File: src/rtl/arb_pkg.sv
// ---------------------------------------------------------------------------
// arb_pkg
// Shared definitions for the DMA / custom-logic RAM arbiter.
//   - owner_e   : RAM owner. Used for the ownership state and for tagging
//                 which master issued the read that returns next cycle.
//   - ARB_W_*   : default RAM address / data widths.
//   - sat_inc16 : saturating 16-bit increment for the optional drop counter.
// Optional feature macro used by the top level: ARB_DROP_CNT_EN.
// ---------------------------------------------------------------------------
package arb_pkg;

   localparam int unsigned ARB_W_ADDR = 12;
   localparam int unsigned ARB_W_DATA = 128;

   typedef enum logic [0:0] {
      OWN_DMA    = 1'b0,
      OWN_CUSTOM = 1'b1
   } owner_e;

   // Increment that sticks at all-ones instead of wrapping.
   function automatic logic [15:0] sat_inc16(input logic [15:0] val);
      logic [15:0] res;
      if (val == 16'hFFFF) begin
         res = val;
      end else begin
         res = val + 16'd1;
      end
      return res;
   endfunction

endpackage

File: src/rtl/arb_owner_fsm.sv
// ---------------------------------------------------------------------------
// arb_owner_fsm
// Ownership state machine for the RAM arbiter. The DMA owns the RAM after
// reset; ownership moves to the custom logic once the DMA has been idle for
// IDLE_CYC consecutive cycles, and returns to the DMA at the first edge on
// which the DMA is active again.
//
// Ports:
//   clk_i        in   clock
//   rst_i        in   synchronous active-high reset
//   dma_active_i in   DMA is issuing a read or write this cycle
//   state_o      out  current owner (registered)
//   custom_en_o  out  custom logic owns the RAM (registered)
// ---------------------------------------------------------------------------
module arb_owner_fsm
   import arb_pkg::*;
#(
   parameter int unsigned IDLE_CYC = 2
) (
   input  logic   clk_i,
   input  logic   rst_i,
   input  logic   dma_active_i,
   output owner_e state_o,
   output logic   custom_en_o
);

   // Counter only has to reach IDLE_CYC-1; keep at least one bit.
   localparam int unsigned W_CNT = (IDLE_CYC > 1) ? $clog2(IDLE_CYC) : 1;
   localparam logic [W_CNT-1:0] CNT_LAST = W_CNT'(IDLE_CYC - 1);

   owner_e             state_q, state_d;
   logic [W_CNT-1:0]   cnt_q, cnt_d;
   logic               custom_en_q, custom_en_d;

   // Next-state and idle-counter logic.
   always_comb begin
      state_d = state_q;
      cnt_d   = cnt_q;
      case (state_q)
         OWN_DMA: begin
            if (dma_active_i) begin
               cnt_d = '0;
            end else if (cnt_q == CNT_LAST) begin
               // This edge closes the IDLE_CYC-th idle cycle.
               state_d = OWN_CUSTOM;
               cnt_d   = '0;
            end else begin
               cnt_d = cnt_q + W_CNT'(1);
            end
         end
         OWN_CUSTOM: begin
            if (dma_active_i) begin
               state_d = OWN_DMA;
               cnt_d   = '0;
            end else begin
               state_d = OWN_CUSTOM;
               cnt_d   = '0;
            end
         end
         default: begin
            state_d = OWN_DMA;
            cnt_d   = '0;
         end
      endcase
      custom_en_d = (state_d == OWN_CUSTOM);
   end

   // State, idle counter and custom_en registers.
   always_ff @(posedge clk_i) begin
      if (rst_i) begin
         state_q     <= OWN_DMA;
         cnt_q       <= '0;
         custom_en_q <= 1'b0;
      end else begin
         state_q     <= state_d;
         cnt_q       <= cnt_d;
         custom_en_q <= custom_en_d;
      end
   end

   assign state_o     = state_q;
   assign custom_en_o = custom_en_q;

endmodule

File: src/rtl/dma_ram_arbiter.sv
// ---------------------------------------------------------------------------
// dma_ram_arbiter
// Shares one simple dual-port block RAM (one write port, one registered read
// port) between the PCIe DMA engine and the custom pulse logic. The DMA wins
// combinationally whenever it is active; otherwise the current owner drives
// the RAM. Read data is steered back to whichever master issued the read.
//
// Optional feature (macro ARB_DROP_CNT_EN): adds drop_cnt, a saturating count
// of cycles in which the custom logic owned the RAM but had a request
// dropped because the DMA took the RAM back.
//
// Ports:
//   clk_in, rst                        clock, synchronous active-high reset
//   ram_wr_addr/ram_wr_data/ram_wr_en  RAM write port
//   ram_rd_addr/ram_rd_en/ram_rd_data  RAM read port (data 1 cycle after en)
//   dma_*                              DMA requests and read return
//   custom_*                           custom-logic requests and read return
//   custom_en                          custom logic owns the RAM (registered)
//   drop_cnt                           dropped custom requests (optional)
// ---------------------------------------------------------------------------
module dma_ram_arbiter
   import arb_pkg::*;
#(
   parameter int unsigned W_ADDR   = ARB_W_ADDR,
   parameter int unsigned W_DATA   = ARB_W_DATA,
   parameter int unsigned IDLE_CYC = 2
) (
   input  logic              clk_in,
   input  logic              rst,
   output logic [W_ADDR-1:0] ram_wr_addr,
   output logic [W_ADDR-1:0] ram_rd_addr,
   output logic [W_DATA-1:0] ram_wr_data,
   output logic              ram_wr_en,
   output logic              ram_rd_en,
   input  logic [W_DATA-1:0] ram_rd_data,
   input  logic [W_ADDR-1:0] dma_wr_addr,
   input  logic [W_ADDR-1:0] dma_rd_addr,
   input  logic [W_DATA-1:0] dma_wr_data,
   input  logic              dma_wr_en,
   input  logic              dma_rd_en,
   output logic [W_DATA-1:0] dma_rd_data,
   output logic              custom_en,
   input  logic [W_ADDR-1:0] custom_wr_addr,
   input  logic [W_ADDR-1:0] custom_rd_addr,
   input  logic [W_DATA-1:0] custom_wr_data,
   input  logic              custom_wr_en,
   input  logic              custom_rd_en,
   output logic [W_DATA-1:0] custom_rd_data
`ifdef ARB_DROP_CNT_EN
   ,
   output logic [15:0]       drop_cnt
`endif
);

   logic   dma_active_s;
   logic   dma_sel_s;
   owner_e state_s;
   logic   sel_wr_en_s;
   logic   sel_rd_en_s;
   logic   rd_vld_q, rd_vld_d;
   owner_e rd_owner_q, rd_owner_d;

   assign dma_active_s = dma_wr_en | dma_rd_en;
   // An active DMA preempts in the same cycle, before the state has moved.
   assign dma_sel_s    = dma_active_s | (state_s == OWN_DMA);

   arb_owner_fsm #(
      .IDLE_CYC (IDLE_CYC)
   ) u_owner_fsm (
      .clk_i        (clk_in),
      .rst_i        (rst),
      .dma_active_i (dma_active_s),
      .state_o      (state_s),
      .custom_en_o  (custom_en)
   );

   // RAM port routing; enables are forced low while reset is asserted.
   always_comb begin
      if (dma_sel_s) begin
         ram_wr_addr = dma_wr_addr;
         ram_rd_addr = dma_rd_addr;
         ram_wr_data = dma_wr_data;
         sel_wr_en_s = dma_wr_en;
         sel_rd_en_s = dma_rd_en;
      end else begin
         ram_wr_addr = custom_wr_addr;
         ram_rd_addr = custom_rd_addr;
         ram_wr_data = custom_wr_data;
         sel_wr_en_s = custom_wr_en;
         sel_rd_en_s = custom_rd_en;
      end
      if (rst) begin
         ram_wr_en = 1'b0;
         ram_rd_en = 1'b0;
      end else begin
         ram_wr_en = sel_wr_en_s;
         ram_rd_en = sel_rd_en_s;
      end
   end

   // Tag the read issued this cycle with its owner.
   always_comb begin
      rd_vld_d = ram_rd_en;
      if (dma_sel_s) begin
         rd_owner_d = OWN_DMA;
      end else begin
         rd_owner_d = OWN_CUSTOM;
      end
   end

   // Read-owner tag register, cleared to "no read" by reset.
   always_ff @(posedge clk_in) begin
      if (rst) begin
         rd_vld_q   <= 1'b0;
         rd_owner_q <= OWN_DMA;
      end else begin
         rd_vld_q   <= rd_vld_d;
         rd_owner_q <= rd_owner_d;
      end
   end

   // Steer returning read data; the non-requesting master sees zero.
   always_comb begin
      dma_rd_data    = '0;
      custom_rd_data = '0;
      if (rd_vld_q) begin
         if (rd_owner_q == OWN_DMA) begin
            dma_rd_data = ram_rd_data;
         end else begin
            custom_rd_data = ram_rd_data;
         end
      end else begin
         dma_rd_data    = '0;
         custom_rd_data = '0;
      end
   end

`ifdef ARB_DROP_CNT_EN
   logic [15:0] drop_q, drop_d;

   // Count owned cycles in which a custom request lost to the DMA.
   always_comb begin
      if (custom_en && dma_active_s && (custom_wr_en || custom_rd_en)) begin
         drop_d = sat_inc16(drop_q);
      end else begin
         drop_d = drop_q;
      end
   end

   // Drop counter register.
   always_ff @(posedge clk_in) begin
      if (rst) begin
         drop_q <= 16'd0;
      end else begin
         drop_q <= drop_d;
      end
   end

   assign drop_cnt = drop_q;
`endif

endmodule

File: config.mk
export PLATFORM = sky130hd
export DESIGN_NAME = dma_ram_arbiter
export DESIGN_NICKNAME = d
export VERILOG_FILES = /design/src/rtl/arb_pkg.sv /design/src/rtl/arb_owner_fsm.sv /design/src/rtl/dma_ram_arbiter.sv
export SDC_FILE = /design/constraint.sdc
export NUM_CORES = 1
export LEC_CHECK = 0
export CORE_AREA = 2 2 327 329
export CTS_CLUSTER_SIZE = 14
export DETAILED_ROUTE_END_ITERATION = 10
export DIE_AREA = 0 0 329 331
export DONT_BUFFER_PORTS = 1
export SETUP_SLACK_MARGIN = 0.5
export SKIP_CTS_REPAIR_TIMING = 1
export SLEW_MARGIN = 10
export SYNTH_ARGS = -nofsm -noshare
export SYNTH_HDL_FRONTEND = slang
export SYNTH_SLANG_ARGS = --single-unit
File: constraint.sdc
create_clock -name clk_in -period 1.8 [get_ports clk_in]
set_input_delay 0.18 -clock clk_in [delete_from_list [all_inputs] [get_ports clk_in]]
set_output_delay 0.18 -clock clk_in [all_outputs]
set_load 0.01 [all_outputs]
==> flow_summary.json, run 1 <==
{
  "drive_gt1_share_pct": 71.6,
  "antenna_left": 0,
  "critPathKind": "reg2out",
  "die_h_um": 331,
  "hp-class": "in2reg",
  "rrSetupSlack_ns": 0.80,
  "power_density_mw_per_mm2": 227,
  "final-hold-violation-count": 0,
  "period_needed_ns": 1.91,
  "cts_num_sinks": 4,
  "cts_root_buf": "clkbuf_16",
  "clkTransAtPathRegs_ns": 0.03,
  "irDropWorstVdd_mv": 0.311,
  "pre_cts_slack_ns": 0.0105,
  "drc": 0,
  "fmax_ghz": 0.523,
  "crit_fanout": 18,
  "grt-ovfl-total": 0,
  "seq_area_frac_synth_pct": 1.91,
  "fin_skew_ns": 0.00239,
  "failed_checks": "negative setup slack",
  "layout_setup_ws_ns": -0.113,
  "crit_path_start": "u_owner_fsm.custom_en_o",
  "grt_use_total_pct": 13.6,
  "synth.most_common_cell": "and3_1",
  "grt_max_degree": 59,
  "synth_top_area_share_pct": 28.7,
  "arrival_ns": 1.73,
  "grt_pass1_wl_um": 88100,
  "routabilityCongestion": 0.922,
  "antenna_found_initial": 65,
  "maxCapViolations": 0,
  "synth_nets": 923,
  "ys_seq_elements": 4,
  "cts_buffer_depth": 2,
  "crit_slowest_cell": "mux2_2",
  "io_pins": 849,
  "dieArea_sq_mm": 0.109,
  "seq_area_sq_um": 91.3,
  "ys.warnings.count": 0,
  "worst_pin_slew_ns": 0.451,
  "first_global_vias": 4399,
  "vias": 4995,
  "numCtsBuffers": 3,
  "drt_wl_total_um": 83600,
  "path_cells": "nor3b_4, buf_12, buf_16, mux2_2",
  "ctsHtreeMaxLevel": 1,
  "via_per_inst": 2.57,
  "setup_viol": 137,
  "critical_path.startpoint_type": "register",
  "r2r_start": "u_owner_fsm.custom_en_o",
  "fill_cells": 12300,
  "hold_start": "rst",
  "cts_tree": "done",
  "hpwl_um": 75900,
  "wl_per_cell_um": 43.0,
  "yosys.area.top_type": "mux2_4",
  "syn_area_sq_mm": 0.00418,
  "crit_path_end_kind": "primary output",
  "synth_common_cells": "and3_1 (128), and2_1 (127), mux2_4 (80), mux2_2 (72), clkbuf_1 (40)",
  "fin_cells": 1945,
  "status": "finished, violations left",
  "synth.avg_cell_area_sq_um": 8.62,
  "crit_path_max_incr_delay_ns": 0.46,
  "min_period_over_period_pct": 106,
  "synth_edf_count": 0,
  "rows": 119,
  "clock_latency_ns": 0.23,
  "drtPass1Iterations": 5,
  "core-area_sq_mm": 0.105,
  "synth_cell_types": 19,
  "synthCells": 485,
  "syn_to_final_growth_pct": 87.0,
  "nNetsFinal": 968,
  "die_w_um": 329,
  "required_ns": 1.62,
  "async_reset_ff_share_pct": 0,
  "drt_iter0_drc": 314,
  "dp.cells": 1870,
  "grt_setup_unrepaired": "yes",
  "start_util_pct": 3.98,
  "multi_input_area_sq_mm": 0.00429,
  "io_buffers": 0,
  "slew_headroom_pct": 70.0,
  "slew_violations": 0,
  "synth_ff_type": "dfxtp_1",
  "ys_top_cells_by_area": "mux2_4 (29%), mux2_2 (19%), and3_1 (19%), and2_1 (19%), buf_12 (4.3%)",
  "p_leak_nw": 3.05
}
-- power by group --
group | total (mW) | leakage, nW | switching (mW) | internal, mW
Clock | 0.359 | 0.0383 | 0.0661 | 0.293
Combinational | 1.33 | 2.97 | 0.753 | 0.574
Sequential | 0.0929 | 0.0348 | 0.00446 | 0.0884
-- layer usage --
layer | GRT usage (%) | up-vias | wire length [um]
met1 | 17.6 | 2486 | 35700
met2 | 20.4 | 544 | 36000
li1 | - | 1825 | -
met5 | 0 | - | 514
met3 | 7.93 | 78 | 10900
met4 | 0.208 | 62 | 372
-- logic make-up (layout without fill, tap and decap cells) --
logic type	after synthesis	count (layout)	synth area share [%]
AND/OR/NAND/NOR	265	265	39.8
multiplexers	152	152	48.1
buffers and inverters	61	105	9.84
flip-flops	4	4	1.91
AO/OA/AOI/OAI	3	3	0.359
other	0	25	0
-- state kept, by name, summed over array words and instances (netlist names) --
name and cells:
u_owner_fsm.custom_en_o 1, u_owner_fsm.cnt_q 1, rd_vld_q 1, rd_owner_q 1
-- layout make-up --
cell class	count	share of cell area, %
diodes	25	0.800
clock buffers	4	1.01
inverters	2	0.0960
multi-input cells	420	54.9
flip-flops and latches	4	1.17
well taps	1391	22.3
repair buffers	99	19.8
-- path summary, 6_finish.rpt --
check / end / cells after the start
worst max-delay path: ram_wr_addr[4] / 4
worst min register to register: u_owner_fsm.custom_en_o / 2
worst max register to register: u_owner_fsm.cnt_q / 3
worst min-delay path: rd_vld_q / 1
-- cell usage in the layout (no fill, tap or decap), types with 2 or more instances in the layout --
master	n
mux2_2	17
buf_6	15
nor2_1	2
buf_4	27
buf_12	26
and2_4	88
a21oi_1	3
nand3b_1	2
buf_16	3
mux2_4	135
dfxtp_4	3
diode_2	25
and2_1	39
inv_1	2
nor4b_1	2
and3_4	32
clkbuf_16	19
and3_1	96
buf_8	11
-- stage by stage --
step / hold WS (ns) / cell area [sq um] / TNS [ns] / util, % / power (mW)
after detailed placement: 0.247 / 6180 / 0 / 5.89 / 1.18
after floorplan: 0.247 / 4190 / 0 / - / 0.649
after global placement: 0.245 / 6180 / 0 / 5.89 / 1.18
final: 0.0175 / 7820 / -7.44 / 7.45 / 1.78
after global routing: 0.0197 / 7780 / -12.99 / 7.42 / 1.86
after CTS: 0.0118 / 6260 / -23.41 / 5.96 / 1.54
-- worst max-delay path, delay by kind of cell (launching register included) --
kind          cells  cell delay, ns
flops             1            0.34
mux               1            0.46
buf+inv           2            0.41
simple gates      1            0.25
Power figures use the tool's default switching activity.
==> run 2, diff against run 1 <==
--- a/config.mk
+++ b/config.mk
@@ -17,2 +17,3 @@
 export SYNTH_HDL_FRONTEND = slang
 export SYNTH_SLANG_ARGS = --single-unit
+export TNS_END_PERCENT = 5
==> constraint.sdc (replaced) <==
create_clock -name clk_in -period 1.8 [get_ports clk_in]
set_input_delay 0.18 -clock clk_in [delete_from_list [all_inputs] [get_ports clk_in]]
set_output_delay 0.18 -clock clk_in [all_outputs]
set_load 0.05 [all_outputs]
==> flow_summary.json, run 2 (synthesis gave the netlist of run 1 again) <==
{
  "grt_setup_unrepaired": "yes",
  "worst_pin_slew_ns": 0.496,
  "routabilityCongestion": 1.01,
  "hpwl_um": 72800,
  "critical_path.startpoint_type": "register",
  "min_period_over_period_pct": 108,
  "dieArea_sq_mm": 0.109,
  "comb_power_share_pct": 85.3,
  "power_switching_mw": 1.75,
  "switching_share_pct": 57.4,
  "die_h_um": 331,
  "grt_max_degree": 109,
  "drt_iter0_drc": 352,
  "numCtsBuffers": 3,
  "p_seq_share_pct": 3.1,
  "slew_headroom_pct": 66.9,
  "critPathKind": "reg2out",
  "arrival_ns": 1.76,
  "cts_buffer_depth": 2,
  "rows": 119,
  "antenna_found_initial": 59,
  "start_util_pct": 3.98,
  "crit_fanout": 14,
  "final-hold-violation-count": 0,
  "seq_area_sq_um": 91.3,
  "final_cell_mix": "buf_12 (226), mux2_4 (152), and3_1 (128)",
  "place_area_sq_mm": 0.0106,
  "drtPass1Iterations": 4,
  "fin_skew_ns": 0.00534,
  "drive_gt1_share_pct": 71.2,
  "p_leak_nw": 4.78,
  "irDropWorstVdd_mv": 0.284,
  "failed_checks": "negative setup slack",
  "die_w_um": 329,
  "grt_pass1_wl_um": 87500,
  "via_per_inst": 2.52,
  "required_ns": 1.62,
  "slew_violations": 0,
  "syn_to_final_growth_pct": 175,
  "final_util_pct": 11.0,
  "internal_power_mw": 1.29,
  "layout_commonest_cell": "buf_12",
  "fmax_ghz": 0.516,
  "vias": 5440,
  "power_density_mw_per_mm2": 264,
  "grt-ovfl-total": 0,
  "maxCapViolations": 0,
  "crit_path_end_kind": "primary output",
  "wl_per_cell_um": 36.5,
  "drt_wl_total_um": 78800,
  "core-area_sq_mm": 0.105,
  "antenna_left": 0,
  "setup_viol": 145,
  "clkTransAtPathRegs_ns": 0.03,
  "finalSetupTns_ns": -14.00,
  "pwr-share-clk_pct": 11.7,
  "postLayoutCellArea_sq_mm": 0.0115,
  "status": "finished, violations left",
  "grt_use_total_pct": 13.2,
  "first_global_vias": 5223,
  "nNetsFinal": 1178,
  "hp-class": "in2reg",
  "clock_latency_ns": 0.22,
  "drc": 0,
  "layout_setup_ws_ns": -0.137,
  "period_needed_ns": 1.94,
  "cts_tree": "done",
  "ctsHtreeMaxLevel": 1,
  "fill_cells": 11900,
  "multi_input_area_sq_mm": 0.00412,
  "cts_num_sinks": 4,
  "io_buffers": 0,
  "cts_root_buf": "clkbuf_16",
  "io_pins": 849
}
==> run 2: changes by cell type in the layout (fill, tap and decap cells not counted), moves of 8 or more <==
cell,before,now
and2_1,39,70
and2_4,88,57
and3_1,96,128
and3_4,32,0
buf_12,26,226
buf_4,27,57
buf_8,11,1
clkbuf_16,19,11
mux2_2,17,0
mux2_4,135,152
==> run 2: final cells by class <==
class	count	area share (%)
timing repair buffer	309	47.0
multi-input combinational	420	35.8
tap	1391	15.1
sequential	4	0.794
clock buffer	4	0.685
antenna	26	0.565
inverter	2	0.0652
==> run 2: power by group through the flow <==
stage                     logic, mW  clock network [mW]  registers, mW
after global routing           2.69               0.370         0.0942
after global placement         2.54                   0         0.0955
after floorplan                1.50                   0         0.0937
after detailed placement       2.56                   0         0.0954
final                          2.59               0.354         0.0935
after CTS                      2.56               0.363         0.0942
==> run 2: metrics by stage <==
step / power [mW] / hold slack, ns / setup slack (ns) / cells
floorplan: 1.59 / 0.247 / 0.152 / 485
global placement: 2.64 / 0.244 / 0.0548 / 2114
detailed placement: 2.65 / 0.254 / 0.0208 / 2114
CTS: 3.02 / 0.0183 / -0.218 / 2118
global route: 3.16 / 0.0184 / -0.197 / 2130
finish: 3.04 / 0.0241 / -0.137 / 2156
==> run 2: final timing paths <==
| path | cells after the start | slack [ns] | endpoint | start |
|---|---|---|---|---|
| hold / removal | 1 | 0.02 | rd_vld_q | rst |
| setup / recovery | 5 | -0.14 | ram_wr_data[88] | u_owner_fsm.custom_en_o |
| hold reg to reg | 2 | 0.54 | u_owner_fsm.custom_en_o | u_owner_fsm.cnt_q |
| setup reg to reg | 3 | 0.72 | u_owner_fsm.cnt_q | u_owner_fsm.custom_en_o |
==> run 2: per-layer routing <==
layer | wire length, um | vias up | global-route usage [%]
met5 | 271 | - | 0
li1 | - | 2241 | -
met3 | 13400 | 66 | 10.0
met1 | 30100 | 2560 | 15.5
met4 | 291 | 44 | 0.218
met2 | 34600 | 529 | 20.3
==> run 2: worst max-delay path, cell delays in order (launching register included) <==
cell and delay [ns]:
dfxtp_4 0.33, nor3b_4 0.20, buf_4 0.20, clkbuf_16 0.19, clkbuf_16 0.20, mux2_4 0.41
==> run 3, diff against run 2 <==
Settings changed: CTS_BUF_LIST from default to sky130_fd_sc_hd__clkbuf_4 sky130_fd_sc_hd__clkbuf_8.
==> flow_summary.json, run 3 (synthesis gave the netlist of run 1 again) <==
{
  "hp-class": "in2reg",
  "setup_viol": 145,
  "routabilityCongestion": 1.01,
  "io_buffers": 0,
  "irDropWorstVdd_mv": 0.149,
  "cts_tree": "done",
  "crit_fanout": 14,
  "period_needed_ns": 1.94,
  "status": "finished, violations left",
  "slew_headroom_pct": 67.0,
  "worst_pin_slew_ns": 0.495,
  "first_global_vias": 5225,
  "start_util_pct": 3.98,
  "maxCapViolations": 0,
  "power_density_mw_per_mm2": 253,
  "syn_to_final_growth_pct": 174,
  "numCtsBuffers": 3,
  "fin_skew_ns": 0.00840,
  "antenna_found_initial": 59,
  "clkTransAtPathRegs_ns": 0.04,
  "final-hold-violation-count": 0,
  "rows": 119,
  "via_per_inst": 2.54,
  "layout_commonest_cell": "buf_12",
  "cts_num_sinks": 4,
  "cts_root_buf": "clkbuf_8",
  "arrival_ns": 1.76,
  "drtPass1Iterations": 5,
  "crit_path_end_kind": "primary output",
  "antenna_left": 0,
  "finalSetupTns_ns": -13.24,
  "nNetsFinal": 1178,
  "slew_violations": 0,
  "pre_cts_slack_ns": 0.0208,
  "grt-ovfl-total": 0,
  "wl_per_cell_um": 36.6,
  "layout_setup_ws_ns": -0.137,
  "drc": 0,
  "drt_iter0_drc": 339,
  "critical_path.startpoint_type": "register",
  "p_leak_nw": 4.77,
  "grt_max_degree": 109,
  "core-area_sq_mm": 0.105,
  "failed_checks": "negative setup slack",
  "required_ns": 1.62,
  "die_w_um": 329,
  "hold_slack_ns": 0.0262,
  "clock_latency_ns": 0.22,
  "dieArea_sq_mm": 0.109,
  "min_period_over_period_pct": 108,
  "drive_gt1_share_pct": 71.3,
  "grt_setup_unrepaired": "yes",
  "die_h_um": 331,
  "critPathKind": "reg2out",
  "grt_use_total_pct": 13.2,
  "grt_pass1_wl_um": 87500,
  "fmax_ghz": 0.516,
  "cts_buffer_depth": 2,
  "final_cell_mix": "buf_12 (226), mux2_4 (152), and3_1 (128)",
  "hpwl_um": 72800,
  "drt_wl_total_um": 78700,
  "ctsHtreeMaxLevel": 1,
  "io_pins": 849,
  "vias": 5453
}
run 3: cell count changes in the layout (fill, tap and decap cells not counted):
cell       before  now
clkbuf_4        0    1
clkbuf_8        0    3
clkbuf_1        1    0
diode_2        26   17
clkbuf_16      11    8
run 3: area by class of cell:
class / instances / area, sq um
inverters: 2 / 7.51
well taps: 1391 / 1740
clock buffers: 4 / 48.8
fillers: 11900 / 93500
diodes: 17 / 42.5
multi-input cells: 420 / 4120
repair buffers: 309 / 5410
flip-flops and latches: 4 / 91.3
run 3: path summary, 6_finish.rpt:
kind                                         startpoint                 endpoint  slack, ns  depth (start not counted)
worst max-delay path            u_owner_fsm.custom_en_o          ram_wr_data[88]      -0.14                          5
worst min-delay path                                rst                 rd_vld_q       0.03                          1
worst max register to register  u_owner_fsm.custom_en_o        u_owner_fsm.cnt_q       0.73                          3
worst min register to register        u_owner_fsm.cnt_q  u_owner_fsm.custom_en_o       0.54                          2
run 3: routing by layer:
metal	share of wire [%]	GRT usage (%)	vias to the layer above	wire [um]
met5	0.39	0	-	305
met4	0.39	0.248	50	308
li1	-	-	2228	-
met2	44	20.2	538	34600
met3	17	10.0	74	13200
met1	38	15.5	2563	30200
run 3: power by group:
group	total, mW	switching (mW)	internal, mW
combinational	2.59	1.68	0.912
sequential	0.0938	0.00537	0.0884
clock	0.215	0.0487	0.166
run 3: per-stage QoR:
stage	util (%)	total power [mW]	instance area, sq um	instances
after floorplan	-	1.59	4190	485
after global placement	10.1	2.64	10600	2114
after detailed placement	10.1	2.65	10600	2114
after CTS	10.2	2.88	10700	2118
after global routing	10.9	3.01	11400	2130
final	10.9	2.90	11500	2147
run 3: worst max-delay path: stages, from the launching register on:
cell and delay [ns]:
dfxtp_4 0.33, nor3b_4 0.20, buf_4 0.20, clkbuf_16 0.19, clkbuf_16 0.20, mux2_4 0.41
